[src/rtl/piso_serializer.sv]
// Parallel-in serial-out transmitter: takes one WIDTH-bit word per load handshake and
// shifts it onto ser_out one bit per clock. Optional even-parity bit: define PARITY_EN.
module piso_serializer #(
  parameter int WIDTH     = 8,
  parameter bit MSB_FIRST = 1'b1
) (
  input  logic             clk,
  input  logic             rst,
  input  logic [WIDTH-1:0] d_in,
  input  logic             load_valid,
  output logic             load_ready,
  output logic             ser_out,
  output logic             ser_valid,
  output logic             frame_done
);

  localparam int CNT_W = $clog2(WIDTH + 1);
  localparam logic [CNT_W-1:0] LAST_BIT = CNT_W'(WIDTH - 1);

`ifdef PARITY_EN
  typedef enum logic [1:0] {IDLE, SHIFT, PARITY} state_t;
`else
  typedef enum logic {IDLE, SHIFT} state_t;
`endif

  state_t           state, state_n;
  logic [WIDTH-1:0] shift_reg, shift_n;
  logic [CNT_W-1:0] bit_cnt, cnt_n;
`ifdef PARITY_EN
  logic             parity, parity_n;
`endif
  logic             accept;
  logic             head_n;
  logic             final_n;
  logic             out_n;

  // Next-state logic; the outputs below are decoded from the next state and then
  // registered, so ser_out never sees d_in combinationally.
  always_comb begin
    // NOTE: every variable gets a default before the case so no latch is inferred.
    accept  = load_valid && load_ready;
    state_n = state;
    shift_n = shift_reg;
    cnt_n   = bit_cnt;
`ifdef PARITY_EN
    parity_n = parity;
`endif

    case (state)
      SHIFT: begin
        shift_n = MSB_FIRST ? {shift_reg[WIDTH-2:0], 1'b0} : {1'b0, shift_reg[WIDTH-1:1]};
        cnt_n   = bit_cnt + CNT_W'(1);
        if (bit_cnt == LAST_BIT) begin
`ifdef PARITY_EN
          state_n = PARITY;
`else
          state_n = IDLE;
          cnt_n   = '0;
`endif
        end
      end
`ifdef PARITY_EN
      PARITY: begin
        state_n = IDLE;
        cnt_n   = '0;
      end
`endif
      default: ;
    endcase

    // Acceptance is only possible in IDLE or the final-bit cycle, and overrides both.
    if (accept) begin
      state_n = SHIFT;
      shift_n = d_in;
      cnt_n   = '0;
`ifdef PARITY_EN
      parity_n = ^d_in;
`endif
    end

    head_n = MSB_FIRST ? shift_n[WIDTH-1] : shift_n[0];
`ifdef PARITY_EN
    final_n = (state_n == PARITY);
    out_n   = ((state_n == SHIFT) && head_n) || ((state_n == PARITY) && parity_n);
`else
    final_n = (state_n == SHIFT) && (cnt_n == LAST_BIT);
    out_n   = (state_n == SHIFT) && head_n;
`endif
  end

  always_ff @(posedge clk or posedge rst) begin
    if (rst) begin
      state      <= IDLE;
      shift_reg  <= '0;
      bit_cnt    <= '0;
`ifdef PARITY_EN
      parity     <= 1'b0;
`endif
      ser_out    <= 1'b0;
      ser_valid  <= 1'b0;
      frame_done <= 1'b0;
      load_ready <= 1'b1;
    end else begin
      // NOTE: non-blocking assignments so every register updates from pre-edge values.
      state      <= state_n;
      shift_reg  <= shift_n;
      bit_cnt    <= cnt_n;
`ifdef PARITY_EN
      parity     <= parity_n;
`endif
      ser_out    <= out_n;
      ser_valid  <= (state_n != IDLE);
      frame_done <= final_n;
      load_ready <= (state_n == IDLE) || final_n;
    end
  end

endmodule

[config.mk]
export PLATFORM = sky130hd
export DESIGN_NAME = piso_serializer
export DESIGN_NICKNAME = d
export VERILOG_FILES = /design/src/rtl/piso_serializer.sv
export SDC_FILE = /design/constraint.sdc
export NUM_CORES = 1
export LEC_CHECK = 0
export CAP_MARGIN = 40
export CORE_ASPECT_RATIO = 1.1
export CORE_MARGIN = 2
export CORE_UTILIZATION = 46
export CTS_CLUSTER_SIZE = 40
export DETAILED_ROUTE_END_ITERATION = 10
export GPL_TIMING_DRIVEN = 0
export MAX_ROUTING_LAYER = met4
export PLACE_DENSITY_LB_ADDON = 0.25
export SYNTH_ARGS = -nofsm -noshare
export SYNTH_HDL_FRONTEND = slang
export SYNTH_SLANG_ARGS = --single-unit
[constraint.sdc]
create_clock -name clk -period 2 [get_ports clk]
set_input_delay 0.3 -clock clk [delete_from_list [all_inputs] [get_ports clk]]
set_output_delay 0.3 -clock clk [all_outputs]
set_load 0.005 [all_outputs]
---- Word-level counts from Yosys, hierarchy flattened ----
Index checks and enable logic that the tools add are counted.
cells by class
  equal/unequal tests ..................... 2
  reduce and logical (&&, ||, !) cells .... 5
  multiplexer cells ....................... 8
  bitwise operators ....................... 1
  add/sub/neg operators ................... 1
operator list
  kind                                           count
  2-to-1 mux 8 bit                               2
  2-to-1 mux 4 bit                               3
  == test 4 x 3 -> 1 bit, second input constant  2
  adder 4 x 1 -> 4 bit, second input constant    1
  logical AND 1 bit                              3
  2-to-1 mux 1 bit                               3
  nonzero test 2 bit                             1
  logical OR 1 bit                               1
  inverter 1 bit                                 1
storage, ports and cells
  word-level logic and storage cells ...... 24
  flip-flop bits (word level) ............. 16
  bits of input ports ..................... 11
  output and inout port bits .............. 4

---- Logic depth before layout (Yosys ltp) ----
Gate-level depths: netlist (run 1).
  depth in word-level cells ............... 7
  gate-level depth with buffers ........... 5
  gate-level depth less buffers ........... 5

---- Worst setup path after synthesis (run 1) ----
No wires, ideal clock.
  path kind ............................... reg-to-reg
  from .................................... register bit_cnt[0]
  to ...................................... register frame_done
  slack ................................... 0.669 ns
  library setup time ...................... 0.073 ns
  arrival time ............................ 1.258 ns
  stages on the path, launching flop included .. 6
  clock period less this slack ............ 1.331 ns
  path buffers ............................ 0
  required time ........................... 1.927 ns
  cell sequence ........................... dfrtp_1 > ha_1 > a21bo_2 > a211oi_2 > o211ai_1 > nor2b_1
between the ends
  word-level cells in the longest chain between the ends .. 6
  elaborated cells between the ends (all ways) .. 10
  classes of those cells .................. 1 x add/sub; 2 x eq/ne; 6 x mux; 1 x reduce/logical
RTL lines
  what                                                            RTL line  RTL
  from (decl)                                                     28        logic [CNT_W-1:0] bit_cnt, cnt_n;
  from (signal assigned)                                          107       bit_cnt <= cnt_n;
  adder 4 x 1 -> 4 bit or == test 4 x 3 -> 1 bit (tied branches)  52, 53
  2-to-1 mux 4 bit                                                53        if (bit_cnt == LAST_BIT) begin
  2-to-1 mux 4 bit                                                49        case (state)
  2-to-1 mux 4 bit                                                72        if (accept) begin
  == test 4 x 3 -> 1 bit                                          86        final_n = (state_n == SHIFT) && (cnt_n == LAST_BIT);
  logical AND 1 bit *                                             86
  net final_n                                                     34        logic final_n;
  to (signal assigned)                                            113       frame_done <= final_n;
  to (decl)                                                       14        output logic frame_done
The timed path passes the listed nets; every way through them passes the cells marked *.
A chain may end at the register's enable or synchronous reset.

==> metrics.md, run 1 <==
| Metric | Value |
|---|---|
| Placer Congestion | 0.774 |
| R2r setup slk | 0.51 ns |
| CTS Hold Bufs | 0 |
| Wire per inst | 12.8 um |
| Leakage | ~0.00046 uW |
| Number of gates resized after CTS | 0 |
| Hold Violations, Final | 0 |
| ANT nets after route | 0 |
| Pin count of the biggest net entering global routing | 17 |
| DR pass1 iterations | 4 |
| CTS Root Buffer Type | clkbuf_4 |
| Starting density of the core | 0.483 |
| Cells on worst reg2reg path | 5 |
| Max-slew headroom | 0.602 |
| Post-synthesis instance area | around 740 um^2 |
| Worst-path cell chain | clkdlybuf4s50_1 |
| Worst Path Required | ~1.7 ns |
| Clock sinks | 16 |
| Worst Hold Class | primary input to asynchronous set/reset pin |
| Worst-Margin Slew | ~0.60 ns |
| Mean area per synthesized cell | about 11 um^2 |
| Slowest CP cell | clkdlybuf4s50_1 |
| Final WL | approximately 1300 um |
| CTS max path bufs | 2 |
| Synth Instances | 66 |
| DPL Wire Length | slightly below 900 um |
| Main area contributors after synthesis | dfrtp_1 51%, mux2i_1 12%, o21ai_0 5.4% |
| Post-synthesis sequential area ratio | 0.540 |
| PwrDens | between 1000 and 1500 mW/mm^2 |
| Top Ports | 15 |
| Num CTS Buffers | 3 |
| CTS H-tree lvls | 1 |
| Area after DPL | approximately 900 um^2 |
| Worst vdd ir | 0.691 mV |
| Net count after synthesis | just under 80 |
| CP Capture Type | primary output |
| Final setup vio count | 0 |
| Synth area leader | dfrtp_1 |
| Critical-path maximum fanout | 7 |
| Max-Cap Viols | 0 |
| CP top delay family | buffers and inverters |
| CP max stage delay | about 0.54 ns |
| GR Overflow Total | 0 |
| Vias in the first global route | roughly 490 |
| Core Box Area | about 0.0015 mm^2 |
| F_max | a little over 600 MHz |
| Final worst-path cycle share | 0.804 |
| Post-synth cell types | 23 |
| Skew-Pair Late Insertion Delay | 0.28 ns |
| Most common cell after layout, fill and taps aside | dfrtp_1 |
| IO buf count | 14 |
| Horiz. Die Dim | around 42 um |
| Outcome | finished clean |
| Worst R2R Start | load_ready |
| Critical path origin | state |
| Worst-path clk slew | about 0.1 ns |
| DRC | 0 |
| Setup bufs post-CTS | 0 |
| Fin area | 931 um^2 |
| TNS Setup | 0 ns |
| Most frequent cells in the layout | 15 x dfrtp_1, 14 x clkdlybuf4s50_1, 9 x mux2i_1, 9 x nand2_1, 8 x o21ai_0 |
| Layout area overhead | 25.3% |
| FF-to-FF End | shift_reg[1] |
| Die height | between 40 and 50 um |
| Worst path bufs/invs | 1 |
| Filler instances | ~140 |
| Worst setup SP type | flop |
| RSZ-0062 raised after global routing | no |
| CTS tree | built |
| Tot GR Track Use | 0.159 |
| Initial antenna violation count | 0 |
| Clock skew | just under 0.006 ns |
| Vias | 526 |
| Min Tclk post-route | about 1.6 ns |
| Kind of critical path | flop to primary output |
| Ys Warns | 0 |
| Seq cells post-synth | 16 |
| Fin. max-slew vios | 0 |
| Max FFs per register | 8 |
| Final #Nets | 97 |
| DR vias/cell | roughly 5.2 |
| Die area | between 0.0015 and 0.002 mm^2 |
| Site Rows | 15 |
| Diodes inserted | 0 |
| DR iter-0 viols | 13 |
| Worst EP arrival | between 1 and 1.5 ns |
| First-pass GRT wire length | 2290 um |
| Share of cells above drive strength 1 | 0.119 |
| Top-area cell type share of the netlist area | 0.505 |
[power breakdown]
| group | switching [uW] | leakage (uW) | internal, uW |
|---|---|---|---|
| clock network | 102 | 0.0000150 | 77.3 |
| registers | 87.6 | 0.000202 | 464 |
| logic | 240 | 0.000242 | 292 |
| total | 429 | 0.000459 | 833 |
[cells in the mapped netlist]
master	count
o211ai_1	1
buf_6	1
nand3b_1	1
a21oi_1	1
dfrtp_1	15
and2_0	1
nor2b_1	3
and2_1	1
a21bo_2	1
a21o_1	2
a211oi_2	1
o21ai_0	8
dfstp_2	1
buf_2	2
inv_1	1
ha_1	1
nand2_1	9
nor2_1	3
and2b_1	1
nand3b_4	1
mux2i_1	9
nand2b_1	1
nand4_1	1
[metrics by stage]
step                total power (uW)   util  setup WS (ns)  cells  hold slack [ns]
detailed placement              1100  0.588          0.248     97            0.546
floorplan                        930      -          0.669     66            0.213
global placement                1090  0.588          0.263     97            0.536
global route                    1370  0.605          0.319    101            0.444
finish                          1260  0.605          0.393    101            0.374
CTS                             1270  0.605          0.384    101            0.396
[final cells by class]
type,count,area [um^2],share of cell area
timing repair buffer,14,140,0.151
clock buffer,4,26.3,0.0282
sequential,16,402,0.431
inverter,1,3.75,0.00403
buffer,3,21.3,0.0228
multi-input combinational,46,317,0.340
tap,17,21.3,0.0228
[logic make-up (layout without fill, tap and decap cells)]
group | Yosys count | count (layout) | share of synthesized area
muxes | 9 | 9 | 0.121
and+or+nand+nor | 22 | 22 | 0.167
buffers and inverters | 4 | 22 | 0.0337
AOI/OAI and AO/OA | 14 | 14 | 0.121
adders and majority gates | 1 | 1 | 0.0168
DFF | 16 | 16 | 0.540
[layer usage]
layer,GRT usage,share of wire,vias to the layer above
met5,-,0,-
met4,0.0750,0.0077,0
met3,0.0235,0.051,2
met2,0.237,0.44,12
met1,0.216,0.50,249
li1,-,-,263
[how the worst max path moves through the flow]
stage | end | slack, ns | cells past startpoint
after global routing | ser_valid | 0.32 | 1
final | ser_valid | 0.39 | 1
after CTS | ser_valid | 0.38 | 1
after floorplan | frame_done | 0.67 | 5
after global placement | shift_reg[1] | 0.26 | 6
after detailed placement | shift_reg[1] | 0.25 | 6
(Power assumes the default switching activity.)
==> inputs of run 2 (changes only) <==
--- a/config.mk
+++ b/config.mk
@@ -8,7 +8,7 @@
 export CAP_MARGIN = 40
 export CORE_ASPECT_RATIO = 1.1
 export CORE_MARGIN = 2
-export CORE_UTILIZATION = 46
+export CORE_UTILIZATION = 43
 export CTS_CLUSTER_SIZE = 40
 export DETAILED_ROUTE_END_ITERATION = 10
 export GPL_TIMING_DRIVEN = 0
==> constraint.sdc (replaced) <==
create_clock -name clk -period 1.4 [get_ports clk]
set_input_delay 0.21 -clock clk [delete_from_list [all_inputs] [get_ports clk]]
set_output_delay 0.21 -clock clk [all_outputs]
set_load 0.005 [all_outputs]
==> metrics.md, run 2 (same netlist as run 1, synthesis figures left out) <==
| Metric | Value |
|---|---|
| Worst Path Required | 1.61 ns (-0.09 ns) |
| Util after Layout | 0.621 (+0.0163) |
| PwrDens | 1980 mW/mm^2 (+46%) |
| CTS Hold Bufs | 0 (unchanged) |
| DR vias/cell | 5.13 (-1.4%) |
| Worst setup SP type | flop |
| FF-to-FF End | frame_done |
| Setup WS pre-CTS | -0.297 ns (-0.545 ns) |
| Cells on worst reg2reg path | 5 (unchanged) |
| Max-slew headroom | 0.614 (+0.0125) |
| Max-Cap Viols | 0 (unchanged) |
| Top Ports | 15 (unchanged) |
| Die area | 0.00208 mm^2 (+6.3%) |
| Critical-path maximum fanout | 4 (-3) |
| F_max | between 700 and 800 MHz |
| CTS H-tree lvls | 1 (unchanged) |
| Worst vdd ir | 1.09 mV (+58%) |
| CTS Root Buffer Type | clkbuf_4 |
| R2r setup slk | 0.05 ns (-0.46 ns) |
| Skew-Pair Late Insertion Delay | 0.27 ns (about the same) |
| Kind of critical path | flop to flop |
| Share of cells above drive strength 1 | 0.195 (+0.0764) |
| Worst-path cell chain | ha_4 -> a21bo_4 -> a211oi_2 -> o211ai_1 -> nor2b_1 |
| CTS max path bufs | 2 (unchanged) |
| CP max stage delay | 0.43 ns (-0.11 ns) |
| Outcome | finished clean |
| DR iter-0 viols | 9 (-4) |
| Wire per inst | 12.5 um (-2.4%) |
| Max FFs per register | 8 (unchanged) |
| DRC | 0 (unchanged) |
| IO buf count | 14 (unchanged) |
| Clock sinks | 16 (unchanged) |
| Final #Nets | 100 (+3.1%) |
| Worst-path clk slew | 0.09 ns (about the same) |
| CP top delay family | compound AO/OA/AOI/OAI gates |
| Initial antenna violation count | 0 (unchanged) |
| DPL Wire Length | 958 um (+7.4%) |
| Most frequent cells in the layout | 14 x dfrtp_1, 12 x clkdlybuf4s50_1, 9 x mux2i_1, 9 x nand2_1, 8 x o21ai_0 |
| Worst Hold Class | primary input to asynchronous set/reset pin |
| Hold Violations, Final | 0 (unchanged) |
| CTS tree | built |
| Min Tclk post-route | 1.35 ns |
| Placer Congestion | 0.701 (-9.5%) |
| Most common cell after layout, fill and taps aside | dfrtp_1 |
| Worst setup margin | 0.0533 ns (-0.339 ns) |
| ANT nets after route | 0 (unchanged) |
| DR pass1 iterations | 4 (unchanged) |
| Final WL | 1300 um (+0.54%) |
| Fin area | 991 um^2 (+6.5%) |
| Worst EP arrival | 1.56 ns (+0.25 ns) |
| Tot GR Track Use | 0.165 (+0.00617) |
| Worst R2R Start | bit_cnt[1] |
| Fin. max-slew vios | 0 (unchanged) |
| Horiz. Die Dim | 43.6 um (+3.1%) |
| Starting density of the core | 0.466 (-0.0170) |
| Worst-Margin Slew | 0.578 ns (-0.0187 ns) |
| Vias | 534 (+1.5%) |
| RSZ-0062 raised after global routing | yes |
| Slowest CP cell | dfrtp_1 |
| CP Capture Type | flop |
| Final worst-path cycle share | 0.962 |
| Site Rows | 15 (unchanged) |
| Vias in the first global route | 525 (+7.4%) |
| Worst path bufs/invs | 0 (-1) |
| Num CTS Buffers | 3 (unchanged) |
| Clock skew | 0.00109 ns (-0.00468 ns) |
| Diodes inserted | 0 (unchanged) |
| First-pass GRT wire length | 2300 um (+0.61%) |
| Die height | 47.6 um (+3.1%) |
| Final setup vio count | 0 (unchanged) |
| Area after DPL | 905 um^2 (unchanged) |
| Layout area overhead | 33.3% |
| Pin count of the biggest net entering global routing | 17 (unchanged) |
| Core Box Area | 0.00160 mm^2 (+3.7%) |
| Leakage | 0.000489 uW (+6.4%) |
| Worst path depth | 5 (+4) |
| GR Overflow Total | 0 (unchanged) |
[run 2: how the worst max path moves through the flow]
stage / startpoint / to / slack (ns)
after global placement: load_valid / shift_reg[1] / -0.25
final: bit_cnt[1] / frame_done / 0.05
after CTS: bit_cnt[1] / frame_done / 0.01
after floorplan: bit_cnt[0] / frame_done / 0.07
after detailed placement: load_valid / shift_reg[2] / -0.30
after global routing: bit_cnt[1] / frame_done / -0.01
[run 2: layout make-up]
cell class / count / area, um^2
plain buffers: 3 / 26.3
multi-input cells: 46 / 337
inverters: 1 / 3.75
repair buffers: 17 / 164
fillers: 132 / 604
well taps: 17 / 21.3
clock buffers: 4 / 36.3
flip-flops and latches: 16 / 403
[run 2: per-layer routing]
metal  share of wire  global-route usage  routed length [um]  vias up
met5               0                   -                   0        -
met4           0.014              0.0909                  18        0
met3           0.031              0.0340                  41        2
met2            0.50               0.265                 650        9
met1            0.45               0.198                 592      253
li1                -                   -                   -      270
[run 2: where the power goes]
group          switching (uW)  total (uW)  internal (uW)
registers                 113         778            665
clock network             134         292            158
logic                     392         888            496
[run 2: timing repair]
action	in CTS	in global routing
gates resized for setup	6	5
cloned	0	0
buffers inserted	3	0
setup endpoints to repair	15	8
pin swaps	0	1
[run 2: stage by stage]
stage	setup TNS, ns	instances	total power [uW]	hold slack (ns)
floorplan	0	66	1330	0.123
finish	0	104	1960	0.288
detailed placement	-3.21	97	1570	0.544
global placement	-2.85	97	1530	0.532
CTS	0	104	1930	0.301
global route	-0.0119	104	2120	0.335
==> edit: new RTL, config.mk and constraints of run 2 <==
Build with the macro `PARITY_EN` defined.
--- a/src/rtl/piso_serializer.sv
+++ b/src/rtl/piso_serializer.sv
@@ -1,4 +1,6 @@
 // Parallel-in serial-out transmitter: takes one WIDTH-bit word per load handshake and
 // shifts it onto ser_out one bit per clock. Optional even-parity bit: define PARITY_EN.
+`define PARITY_EN
+
 module piso_serializer #(
   parameter int WIDTH     = 8,
Formal check against the unedited RTL: not equivalent (a bounded check fails within 10 cycles, from zero or initial values and one cycle with rst high).
==> edit against run 2 <==
The run now ends with setup timing left. Highest routed layer unchanged. Routed wire length rose by 36%. Final area rose by 31%. First-iteration DRC count rose by 33%. Area after synthesis rose by 26%. Non-clock buffer count rose by 7. Setup slack got worse by 0.12 ns. Sequential cell count rose by 3. Largest cell class unchanged. Power rose by 28%.
==> edit: results (changes against run 2) <==
Outcome: finished, violations left
Violations in the final reports: setup timing
Setup Skew: 0.0123 ns (+0.0112 ns)
Internal Power: 1630 uW (+24%)
Mean area per synthesized cell: 10.8 um^2 (-4.3%)
Largest incremental delay on the critical path: 0.45 ns (+0.02 ns)
H-tree levels: 1 (unchanged)
DRC viols: 0 (unchanged)
Clock root cell: sky130_fd_sc_hd__clkbuf_4
Fraction of synthesized cell area in xor and xnor cells: 9.35% (+9.3 points)
Initial antenna violation count: 0 (unchanged)
Number of buffers created by CTS: 3 (unchanged)
Post-placement cell area: 0.00111 mm^2 (+23%)
Diodes inserted: 0 (unchanged)
IR Drop Worst-Case VDD: 1.15 mV (+5.2%)
First-pass GRT wire length: 2.97 mm (+29%)
Post-place setup slack: -0.150 ns (+0.148 ns)
Post-layout net count: 129 (+29%)
Fraction of the yosys area taken by sequential cells: 50.9% (-3.2 points)
Slew at the pin with the worst max-slew slack: 0.712 ns (+0.134 ns)
Synth cell types: 23 (unchanged)
Area contributors post-synth: sky130_fd_sc_hd__dfrtp_1, sky130_fd_sc_hd__mux2i_1, sky130_fd_sc_hd__xnor2_1
Cell at the slowest stage of the critical path: sky130_fd_sc_hd__dfrtp_1
Half-perimeter wire length after detailed placement: 1.17 mm (+22%)
Critical Path AT: 1.68 ns (+0.12 ns)
Floorplan core area: 0.00204 mm^2 (+28%)
Crit path setup slack, layout: -0.0714 ns (-0.125 ns)
Clock-pin slew reported for the worst setup and hold paths after clock tree synthesis: 0.12 ns (+0.03 ns)
Worst hold path type: input port to asynchronous set/reset pin
Insertion delay to the later sink of the worst-skew pair: 0.30 ns (+0.03 ns)
Post-synth top cells: sky130_fd_sc_hd__dfrtp_1, sky130_fd_sc_hd__nand2_1, sky130_fd_sc_hd__o21ai_0
Compound-Gate Fraction of Synth Area: 8.01% (-4.1 points)
Synth Net Count: 101 (+29%)
Total number of vias: 685 (+28%)
Overall fraction of global-route tracks in use: 15.8% (-0.77 points)
Largest net degree at the start of global routing: 20 (+3)
1st-iter DRT viols: 12 (+3)
Total number of yosys warnings: 0 (unchanged)
Fraction of synthesized area in multiplexers: 8.54% (-3.6 points)
Flip-flop count of the largest register after layout: 8 (unchanged)
Static leakage: 0.000589 uW (+20%)
Layout Cells excl Fill: 142 (+37%)
Maximum number of buffers from clock root to sink: 2 (unchanged)
# setup viols final: 2 (+2)
Final WL: 1.77 mm (+36%)
CP max FO: 4 (unchanged)
Weighted congestion at the end of routability-driven global placement: 0.744 (+6.2%)
Pre-Repair DR Iteration Count: 4 (unchanged)
Adder and majority gate portion of the synthesized area: 4.01% (+2.3 points)
Setup tns final: -0.0977 ns (-0.0977 ns)
Post-CTS Repair Setup Buffers: 4 (+1)
Fraction of layout instances using a drive strength above 1: 29.8% (+10 points)
Post-cts sizing count: 8 (+2)
Fraction of registers with async set or reset after synthesis: 100% (unchanged)
Fill cells: 184 (+39%)
edit: cell types whose count changed in the layout (fill, tap and decap cells not counted), sizes merged, moves of 2 or more:
cell / change
xnor2: +8
buf: +6
nor3: +6
dfrtp: +3
inv: +3
nor2b: -3
a21o: -2
ha: +2
nand2: +2
nand3b: -2
o21ai: +2
xor2: +2
edit: layout make-up:
| type | count | area (um^2) | share of cell area, % |
|---|---|---|---|
| clock buffers | 3 | 22.5 | 1.73 |
| well taps | 28 | 35.0 | 2.69 |
| multi-input cells | 60 | 470 | 36.2 |
| inverters | 4 | 15.0 | 1.15 |
| repair buffers | 24 | 231 | 17.8 |
| flip-flops and latches | 19 | 477 | 36.6 |
| plain buffers | 3 | 45.0 | 3.46 |
| clock inverters | 1 | 5.00 | 0.385 |
edit: power by group through the flow:
stage	registers, uW	logic (uW)	clock network (uW)
after floorplan	894	665	0
after global placement	914	881	0
after detailed placement	922	899	0
after CTS	905	1030	287
after global routing	951	1440	310
final	915	1310	282
edit: worst paths after layout:
kind                       startpoint            to  slack, ns  depth (start not counted)
min in group clk              d_in[5]  shift_reg[5]       0.51                          3
hold / removal                    rst    bit_cnt[2]       0.30                          2
max in group asynchronous         rst  shift_reg[4]       0.64                          2
hold reg to reg                parity        parity       0.51                          2
setup reg to reg             state[1]       ser_out      -0.07                          5
setup / recovery             state[1]       ser_out      -0.07                          5
edit: metal layers:
layer  share of wire [%]  vias to the layer above  track usage (%)
met4                0.57                        0             5.71
met1                  44                      320             18.6
met2                  50                       15             27.5
li1                    -                      348                -
met3                 4.6                        2             2.82
met5                   0                        -                -
edit: critical path, delay by kind of cell (launching register included):
| family | cells | cell delay (ns) |
|---|---|---|
| simple gates | 2 | 0.31 |
| flops | 1 | 0.45 |
| fa+ha+maj | 1 | 0.29 |
| compound gates | 2 | 0.32 |
